--- src/rtl/instruction_encoder_loader.sv ---
// Encodes MIPS-style instruction descriptors into 32-bit words, buffers them in a small FIFO
// and streams them into instruction memory from a programmable base address.
module instruction_encoder_loader #(
    parameter int unsigned FIFO_DEPTH = 4,
    parameter int unsigned ADDR_WIDTH = 8
) (
    input  logic                  clockMachine,
    input  logic                  resetMachine,
    input  logic                  inValid,
    output logic                  inReady,
    input  logic [2:0]            inClass,
    input  logic [4:0]            inRs,
    input  logic [4:0]            inRt,
    input  logic [4:0]            inRd,
    input  logic [5:0]            inFunct,
    input  logic [15:0]           inImmediate,
    input  logic [25:0]           inTarget,
    input  logic                  inLast,
    input  logic                  startLoad,
    input  logic [ADDR_WIDTH-1:0] baseAddress,
    input  logic                  memReady,
    output logic                  writeEnableInstructionMemory,
    output logic [ADDR_WIDTH-1:0] writeAddressInstructionMemory,
    output logic [31:0]           writeDataInstructionMemory,
    output logic                  busy,
    output logic                  loadDone,
    output logic                  errorInvalidClass
);

    localparam int unsigned PtrWidth = (FIFO_DEPTH > 1) ? $clog2(FIFO_DEPTH) : 1;
    localparam logic [PtrWidth:0] FullCount = (PtrWidth + 1)'(FIFO_DEPTH);

    typedef enum logic [1:0] {StIdle, StLoad, StDone} state_e;

    state_e                  state_q;
    logic [ADDR_WIDTH-1:0]   addr_q;
    logic                    error_q;
    logic [31:0]             fifo_data_q [FIFO_DEPTH];
    logic [FIFO_DEPTH-1:0]   fifo_last_q;
    logic [PtrWidth-1:0]     wr_ptr_q;
    logic [PtrWidth-1:0]     rd_ptr_q;
    logic [PtrWidth:0]       count_q;

    logic        fifo_full;
    logic        fifo_empty;
    logic        push;
    logic        pop;
    logic [31:0] enc_word;

    assign fifo_full  = (count_q == FullCount);
    assign fifo_empty = (count_q == '0);
    assign push       = inValid && !fifo_full;
    assign pop        = (state_q == StLoad) && !fifo_empty && memReady;

    // Class 7 falls through to the default and becomes a NOP.
    always_comb begin
        enc_word = 32'h0000_0000;
        case (inClass)
            3'd0:    enc_word = {6'b000000, inRs, inRt, inRd, 5'b00000, inFunct};
            3'd1:    enc_word = {6'b001000, inRs, inRt, inImmediate};
            3'd2:    enc_word = {6'b100011, inRs, inRt, inImmediate};
            3'd3:    enc_word = {6'b101011, inRs, inRt, inImmediate};
            3'd4:    enc_word = {6'b000010, inTarget};
            3'd5:    enc_word = {6'b000100, inRs, inRt, inImmediate};
            3'd6:    enc_word = {6'b001101, inRs, inRt, inImmediate};
            default: enc_word = 32'h0000_0000;
        endcase
    end

    always_ff @(posedge clockMachine) begin
        if (resetMachine) begin
            state_q  <= StIdle;
            addr_q   <= '0;
            error_q  <= 1'b0;
            wr_ptr_q <= '0;
            rd_ptr_q <= '0;
            count_q  <= '0;
        end else begin
            if (push) begin
                fifo_data_q[wr_ptr_q] <= enc_word;
                fifo_last_q[wr_ptr_q] <= inLast;
                wr_ptr_q              <= wr_ptr_q + 1'b1;
                if (inClass == 3'd7) begin
                    error_q <= 1'b1;
                end
            end
            if (pop) begin
                rd_ptr_q <= rd_ptr_q + 1'b1;
            end
            case ({push, pop})
                2'b10:   count_q <= count_q + 1'b1;
                2'b01:   count_q <= count_q - 1'b1;
                default: count_q <= count_q;
            endcase

            case (state_q)
                StIdle: begin
                    if (startLoad) begin
                        state_q <= StLoad;
                        addr_q  <= baseAddress;
                    end
                end
                StLoad: begin
                    if (pop) begin
                        addr_q <= addr_q + 1'b1;
                        if (fifo_last_q[rd_ptr_q]) begin
                            state_q <= StDone;
                        end
                    end
                end
                StDone:  state_q <= StIdle;
                default: state_q <= StIdle;
            endcase
        end
    end

    // Outputs decode registered state only, so they are stable for the whole cycle.
    always_comb begin
        inReady                       = !fifo_full;
        writeEnableInstructionMemory  = (state_q == StLoad) && !fifo_empty;
        writeAddressInstructionMemory = addr_q;
        writeDataInstructionMemory    = writeEnableInstructionMemory ? fifo_data_q[rd_ptr_q]
                                                                     : 32'h0000_0000;
        busy                          = (state_q == StLoad);
        loadDone                      = (state_q == StDone);
        errorInvalidClass             = error_q;
    end

endmodule
--- config.mk ---
export PLATFORM = sky130hd
export DESIGN_NAME = instruction_encoder_loader
export DESIGN_NICKNAME = d
export VERILOG_FILES = /design/src/rtl/instruction_encoder_loader.sv
export SDC_FILE = /design/constraint.sdc
export NUM_CORES = 1
export LEC_CHECK = 0
export BUFFER_PORTS_ARGS = -buffer_cell sky130_fd_sc_hd__buf_2
export CAP_MARGIN = 5
export CORE_MARGIN = 8
export CORE_UTILIZATION = 30
export CTS_CLUSTER_SIZE = 14
export DETAILED_ROUTE_END_ITERATION = 8
export SYNTH_ARGS = -nofsm -noshare
export SYNTH_HDL_FRONTEND = slang
export SYNTH_SLANG_ARGS = --single-unit
--- constraint.sdc ---
create_clock -name clockMachine -period 2.29 [get_ports clockMachine]
set_input_delay 0.3435 -clock clockMachine [delete_from_list [all_inputs] [get_ports clockMachine]]
set_output_delay 0.3435 -clock clockMachine [all_outputs]
set_load 0.1 [all_outputs]
==> metrics.yaml, run 1 <==
ir_drop_mv: 0.364
p_sw_w: 0.00240
synthTopCellsByCount: "edfxtp_1, nand2_1, and3_1, mux4_2, clkbuf_1"
finish.instance_area_sq_mm: 0.00883
ctsHoldBuffers: 0
synthCells: 444
period_needed_ps: 2260
rsz0062_at_grt: "true"
finalNetCount: 658
core_region_area_sq_mm: 0.0217
timing.max_cap.violations: 0
synth_nets: 531
synth.area.top_cells: "edfxtp_1, mux4_2, dfxtp_1"
die_h_um: 164
area_delta_synth_final_pct: 34.3
powerDensity_mw_per_mm2: 892
synth_area_per_cell_sq_um: 14.8
syn_area_sq_mm: 0.00657
drc: 0
hold_path.class: "input port to flip-flop"
hold_violations: 0
initialDrtViolationCount: 288
yosysTopAreaCell: "edfxtp_1"
dieArea_sq_mm: 0.0269
post_cts_buffers: 0
overflow: 0
cp-start-kind: "flip-flop"
insertion_delay_ps: 420
endpoint_kind: "output pin"
fin_crit_sh_pct: 98.9
start_util_pct: 30.3
max-slew-margin-rel_pct: 35.7
cts.sinks: 148
portBuffers: 123
vias_per_cell: 4.89
synth_edf_count: 128
final_antenna_net_count: 0
setup_violations: 0
cts_root_buf: "clkbuf_16"
antenna_cells: 0
path_max_fanout: 17
placementRows: 54
htreeDepth: 4
ys.flop_type: "edfxtp_1"
seq_area_frac_synth_pct: 64.6
grt_pass1_vias: 4753
drive_gt1_share_pct: 42.1
cts_buffers: 17
gp_congestion: 0.775
synth_cell_types: 45
antenna_found_initial: 0
slew_violations: 0
p_int_w: 0.00548
grt_max_degree: 36
place_area_sq_mm: 0.00806
switching_share_pct: 30.4
tns_ps: 0
hpwlAfterDp_um: 11100
max_slew.worst_pin.slew_ps: 964
ff_latch_area_sq_mm: 0.00425
power.leakage_nw: 3.20
die_w_um: 164
outcome: "complete, no violations"
track_usage_pct: 12.5
synth_most_common_cell: "edfxtp_1"
fill_cells: 1982
seq_power_share_pct: 39.9
pwr-share-clk_pct: 37.3
fmax_ghz: 0.442
yosysWarnings: 0
synth_top_area_share_pct: 58.5
multi_input_area_sq_mm: 0.00230
wl_per_cell_um: 19.0
grt_pass1_wl_um: 25700
ys_seq_elements: 148
vias: 4225
holdWs_ps: 148
clk_pin_slew_worst_paths_ps: 60
pwr-share-comb_pct: 22.8
criticalPathCategory: "flip-flop to output pin"
wirelength_um: 16400
ys_async_sr_fraction_pct: 0
drt_first_pass_iters: 4
required_ps: 1950
clockBufferDepth: 2
pin_count: 125
cts_tree: "done"
fin_skew_ps: 10.0
cp.arrival_ps: 1920
-- power groups by stage --
| stage | Sequential (W) | Clock, W | Combinational [W] |
|---|---|---|---|
| 3_5_place_dp | 0.00320 | 0 | 0.00174 |
| 5_1_grt | 0.00315 | 0.00312 | 0.00190 |
| 4_1_cts | 0.00314 | 0.00301 | 0.00178 |
| 3_3_place_gp | 0.00319 | 0 | 0.00171 |
| 2_1_floorplan | 0.00331 | 0 | 0.00102 |
| 6_report | 0.00314 | 0.00294 | 0.00179 |
-- what timing repair did --
item,in CTS,in global routing
endpoints found under the setup margin,26,32
cloned,0,0
resized for setup,18,19
-- cell type report --
class | instances | area share [%]
Sequential cell | 148 | 48.1
Multi-Input combinational cell | 256 | 26.1
Timing Repair Buffer | 139 | 14.3
Clock buffer | 17 | 4.82
Tap cell | 280 | 3.97
Clock inverter | 15 | 2.30
Inverter | 9 | 0.383
-- stage by stage --
step                setup slack [ps]  util, %  cells  total power (W)
finish                          25.2     40.7    864          0.00787
floorplan                       25.4        -    444          0.00434
detailed placement              68.1     37.2    832          0.00494
CTS                            -32.1     40.4    864          0.00793
global placement                 188     37.2    832          0.00490
global route                   -52.8     40.7    864          0.00818
-- sequential cells by signal, indices dropped and copies added (netlist names), named ones only --
| register | cells |
|---|---|
| fifo_data_q | 124 |
| writeAddressInstructionMemory | 8 |
| fifo_last_q | 4 |
| count_q | 3 |
| rd_ptr_q | 2 |
| state_q | 2 |
| wr_ptr_q | 2 |
| errorInvalidClass | 1 |
-- critical path: stages, from the launching register on --
cell,delay [ps]
dfxtp_4,380
buf_12,190
mux4_2,500
and3_1,240
buf_12,180
-- metal layers --
metal | wire length [um] | global-route usage, %
met5 | 0 | 0
met2 | 8290 | 21.5
met3 | 909 | 4.16
met1 | 7060 | 15.0
met4 | 124 | 3.02
-- placed cells by master, fill, tap and decap left out, types with 4 or more instances in the layout --
| cell | synthesis | layout |
|---|---|---|
| a21oi_1 | 11 | 11 |
| a221oi_1 | 11 | 11 |
| a22o_1 | 5 | 5 |
| a22oi_1 | 9 | 9 |
| and2_2 | 0 | 5 |
| and3_1 | 32 | 6 |
| and3_4 | 0 | 28 |
| buf_12 | 0 | 35 |
| buf_2 | 7 | 90 |
| buf_4 | 1 | 12 |
| clkbuf_16 | 0 | 17 |
| dfxtp_1 | 20 | 17 |
| edfxtp_1 | 128 | 128 |
| ha_1 | 6 | 5 |
| inv_1 | 9 | 9 |
| inv_6 | 0 | 6 |
| inv_8 | 0 | 4 |
| mux2i_1 | 12 | 12 |
| mux4_2 | 32 | 32 |
| nand2_1 | 35 | 34 |
| nand2b_1 | 6 | 6 |
| nand3_1 | 5 | 5 |
| nor2_1 | 16 | 16 |
| nor2b_1 | 15 | 15 |
| o21ai_0 | 18 | 18 |
| xor2_1 | 4 | 4 |
-- cells by family after synthesis --
| kind of cell | count (synthesis) | share of synthesized area, % |
|---|---|---|
| AO/OA/AOI/OAI | 69 | 7.25 |
| XOR/XNOR | 5 | 0.666 |
| adder cells (fa/ha/maj) | 7 | 1.45 |
| buffers and inverters | 40 | 2.70 |
| flip-flops | 148 | 64.6 |
| multiplexers | 44 | 12.8 |
| other | 1 | 0.0570 |
| AND/OR/NAND/NOR | 130 | 10.5 |
-- final timing paths --
| check | depth (start not counted) | slack (ps) | start | endpoint |
|---|---|---|---|---|
| hold reg to reg | 2 | 480 | errorInvalidClass$_SDFFE_PP0P_ | errorInvalidClass$_SDFFE_PP0P_ |
| setup reg to reg | 8 | 80 | count_q[1]$_SDFFE_PP0P_ | count_q[2]$_SDFFE_PP0P_ |
| setup / recovery | 4 | 30 | flip-flop | writeDataInstructionMemory[5] |
| hold / removal | 1 | 150 | inLast | fifo_last_q[3]$_DFFE_PP_ |
Power figures use the tool's default switching activity.
==> inputs of run 2 (changes only) <==
- RECOVER_POWER: default -> 50
- clock period: 2.29 -> 2.7 ns (I/O delays scaled with it)
==> run 2 against run 1 <==
  * Power fell by 19%
  * Via count is 0.38% lower
  * Cell count decreased by 0.46%
  * Non-clock buffer count down 4
  * Utilization fell by 1.3 points
  * Register-to-register slack improved by 180 ps
  * Sequential share of layout area grew 1.5 points
  * Combinational power down 20%
  * Largest power group unchanged
==> metrics.yaml, run 2 (synthesized netlist as in run 1, its figures left out) <==
layout_commonest_cell: "edfxtp_1"
vias: 4209
power.leakage_nw: 3.14
largest-register: "fifo_data_q"
drt_first_pass_iters: 4
route.met3.wl_um: 965
ir_drop_mv: 0.350
start_util_pct: 30.3
preCtsSetupSlack_ps: 306
gp_congestion: 0.727
insertion_delay_ps: 410
ctsResizeCount: 0
switching_share_pct: 31.0
finalNetCount: 654
area_delta_synth_final_pct: 30.0
post_cts_buffers: 0
endpoint_kind: "flip-flop"
wirelength_um: 15800
drc: 0
hold_violations: 0
largest_reg_flops: 124
antenna_cells: 0
initialDrtViolationCount: 231
fin_crit_sh_pct: 90.2
fill_cells: 2023
grt_pass1_wl_um: 24800
wl_met2_um: 7920
fin_ws_ps: 264
holdWs_ps: 255
htreeDepth: 4
path_max_fanout: 4
power.total_w: 0.00635
antenna_found_initial: 0
criticalPathCategory: "flip-flop to flip-flop"
final_antenna_net_count: 0
top_layer: "met4"
placementRows: 54
track_usage_pct: 12.0
outcome: "complete, no violations"
die_w_um: 164
fmax_ghz: 0.410
cp.arrival_ps: 2770
wl_met1_um: 6740
slew_violations: 0
ctsHoldBuffers: 0
rsz0062_at_grt: "false"
overflow: 0
dieArea_sq_mm: 0.0269
portBuffers: 123
max_slew.worst_pin.slew_ps: 1250
cp-start-kind: "flip-flop"
die_h_um: 164
clk_pin_slew_worst_paths_ps: 60
grt_max_degree: 36
powerDensity_mw_per_mm2: 743
core_region_area_sq_mm: 0.0217
mostFrequentLayoutCells: "edfxtp_1, buf_2, nand2_1"
pwr-share-comb_pct: 22.6
setup_violations: 0
grt_pass1_vias: 4643
timing.max_cap.violations: 0
seq_power_share_pct: 42.0
period_needed_ps: 2440
tns_ps: 0
p_int_w: 0.00438
required_ps: 3030
cts_root_buf: "clkbuf_16"
pin_count: 125
p_sw_w: 0.00197
pwr-share-clk_pct: 35.5
wl_per_cell_um: 18.4
vias_per_cell: 4.89
hold_path.class: "input port to flip-flop"
hpwlAfterDp_um: 10900
fin_skew_ps: 7.57
cts_tree: "done"
cts_buffers: 17
clockBufferDepth: 2
max-slew-margin-rel_pct: 16.8
cts.sinks: 148
drive_gt1_share_pct: 34.0
## run 2: cell count changes in the layout (fill, tap and decap cells not counted), sizes merged
cell,delta
bufinv,-2
buf,-20
clkbuf,+16
clkinv,+4
inv,-2
## run 2: worst paths after layout
check,startpoint,cells after the start,slack (ps),endpoint
setup / recovery,count_q[0]$_SDFFE_PP0P_,8,260,count_q[2]$_SDFFE_PP0P_
hold reg to reg,wr_ptr_q[1]$_SDFFE_PP0P_,2,520,wr_ptr_q[1]$_SDFFE_PP0P_
hold / removal,inLast,1,260,fifo_last_q[3]$_DFFE_PP_
setup reg to reg,count_q[0]$_SDFFE_PP0P_,8,260,count_q[2]$_SDFFE_PP0P_
## run 2: cell type report
class	instances	area, sq um	area share (%)
clock buffers	17	425	4.98
clock inverters	15	143	1.67
inverters	9	33.8	0.395
multi-input cells	256	2160	25.2
flip-flops and latches	148	4250	49.7
well taps	280	350	4.10
repair buffers	135	1190	13.9
## run 2: stage by stage
stage               utilization, %  area (sq um)  instances
floorplan                        -          6580        444
global placement              36.9          8000        828
detailed placement            36.9          8000        828
CTS                           39.5          8570        860
global route                  39.4          8550        860
finish                        39.4          8550        860
## run 2: routing by layer
metal,up-vias,GRT usage [%]
li1,1970,-
met1,2105,14.2
met2,122,20.5
met3,12,3.96
met4,0,3.22
met5,-,0
## run 2: power by group through the flow
stage / Sequential, W / Combinational [W] / Clock, W
floorplan: 0.00281 / 0.000862 / 0
global placement: 0.00270 / 0.00143 / 0
detailed placement: 0.00271 / 0.00146 / 0
CTS: 0.00266 / 0.00146 / 0.00229
global route: 0.00267 / 0.00153 / 0.00238
finish: 0.00266 / 0.00143 / 0.00225
## run 2: critical path, stage by stage, from the launching register on
cell and delay [ps]:
dfxtp_1 340, or3b_2 530, nand2_1 170, ha_1 220, inv_1 60, fa_1 390
xor2_1 170, or3_1 320, a21oi_1 160
==> inputs of run 3 (changes only) <==
- CORE_UTILIZATION: 30 -> 50
- PLACE_DENSITY: default -> 0.73
==> run 3 against run 2 <==
  * Wire length fell by 6.4%
  * Via count grew 1.8%
  * Setup slack lost 68 ps
  * Combinational power about the same
  * Global-route usage rose by 6.1 points
  * Sequential share of layout area rose by 0.61 points
  * Cell count is 12% lower
  * Clock-buffer cell count unchanged
  * Critical path depth is 4 lower
  * Critical endpoint is now writeDataInstructionMemory[4]
  * Largest cell class unchanged
==> metrics.yaml, run 3 (synthesized netlist as in run 1, its figures left out) <==
start_util_pct: 50.4
vias: 4285
switching_share_pct: 29.4
cp.arrival_ps: 2100
drc: 0
drive_gt1_share_pct: 33.8
portBuffers: 123
vias_per_cell: 5.67
mostFrequentLayoutCells: "edfxtp_1, buf_2, nand2_1, buf_12"
cts_root_buf: "clkbuf_16"
overflow: 0
required_ps: 2300
period_needed_ps: 2500
min_from: "inLast"
powerDensity_mw_per_mm2: 759
fmax_ghz: 0.399
max_slew.worst_pin.slew_ps: 1200
hold_path.class: "input port to flip-flop"
criticalPathCategory: "flip-flop to output pin"
initialDrtViolationCount: 319
cts_tree: "done"
largest-register: "fifo_data_q"
die_h_um: 131
hpwlAfterDp_um: 9700
drt_first_pass_iters: 5
core_region_area_sq_mm: 0.0130
wirelength_um: 14800
power.total_w: 0.00641
pwr-share-comb_pct: 22.0
ctsHoldBuffers: 0
hold_violations: 0
slew_violations: 0
placementRows: 42
antenna_found_initial: 0
post_cts_buffers: 0
htreeDepth: 4
final_antenna_net_count: 0
track_usage_pct: 18.1
p_int_w: 0.00452
gp_congestion: 0.832
reg2reg_from: "count_q[2]$_SDFFE_PP0P_"
endpoint_kind: "output pin"
pwr-share-clk_pct: 36.3
timing.max_cap.violations: 0
p_sw_w: 0.00189
cts_buffers: 17
cp-start-kind: "flip-flop"
power.leakage_nw: 3.14
clockBufferDepth: 2
grt_pass1_vias: 4595
rsz0062_at_grt: "false"
holdWs_ps: 264
insertion_delay_ps: 420
pin_count: 125
finalNetCount: 654
path_max_fanout: 35
antenna_cells: 0
seq_power_share_pct: 41.7
tns_ps: 0
grt_pass1_wl_um: 23200
outcome: "complete, no violations"
wl_per_cell_um: 19.6
crit_path_start: "count_q[0]$_SDFFE_PP0P_"
clk_pin_slew_worst_paths_ps: 60
layout_commonest_cell: "edfxtp_1"
die_w_um: 131
max-slew-margin-rel_pct: 19.9
largest_reg_flops: 124
grt_max_degree: 36
ir_drop_mv: 0.465
cts.sinks: 148
setup_violations: 0
area_delta_synth_final_pct: 28.5
dieArea_sq_mm: 0.0171
fin_skew_ps: 7.16
fin_crit_sh_pct: 92.8
-- run 3: cell types whose count changed in the layout (fill, tap and decap cells not counted), sizes merged --
cell      change
bufinv        +2
buf           -1
clkinv        +1
clkbuf        +1
inv           -7
clkinvlp      +4
-- run 3: worst max-delay path, stage by stage (launching register included) --
cell and delay (ps):
dfxtp_1 340, or3_1 400, clkbuf_2 410, and3_1 350, buf_12 180
-- run 3: cell type report --
cell class                      instances  area (sq um)
Fill cell                             979          4590
Sequential cell                       148          4250
Multi-Input combinational cell        256          2160
Clock buffer                           17           425
Timing Repair Buffer                  135          1200
Tap cell                              176           220
Clock inverter                         15           164
Inverter                                9          33.8
-- run 3: path summary, 6_finish.rpt --
check / endpoint / slack [ps] / cells after the start
worst max-delay path: writeDataInstructionMemory[4] / 200 / 4
worst min-delay path: fifo_last_q[3]$_DFFE_PP_ / 260 / 1
worst max register to register: count_q[2]$_SDFFE_PP0P_ / 290 / 8
worst min register to register: errorInvalidClass$_SDFFE_PP0P_ / 480 / 2
-- run 3: metal layers --
metal	GRT usage (%)	share of wire, %
met5	0	0
met2	30.3	50
met1	21.8	42
met3	5.80	6.7
met4	5.94	1.5
-- run 3: what timing repair did --
item	CTS	global route
setup endpoints to repair	0	19
hold endpoints to repair	0	0
resized for setup	0	1
-- run 3: power groups by stage --
stage                     logic, W  registers [W]  clock network [W]
after CTS                  0.00143        0.00267            0.00235
after floorplan           0.000862        0.00281                  0
after global routing       0.00149        0.00268            0.00245
after global placement     0.00140        0.00271                  0
after detailed placement   0.00142        0.00272                  0
final                      0.00141        0.00267            0.00233
-- run 3: through the flow --
| step | utilization, % | instances | setup WS, ps | area, sq um |
|---|---|---|---|---|
| after detailed placement | 60.5 | 724 | 358 | 7880 |
| after global routing | 64.8 | 756 | 68.1 | 8450 |
| after global placement | 60.5 | 724 | 463 | 7880 |
| after CTS | 65.0 | 756 | 109 | 8470 |
| after floorplan | - | 444 | 144 | 6580 |
| final | 64.8 | 756 | 195 | 8450 |
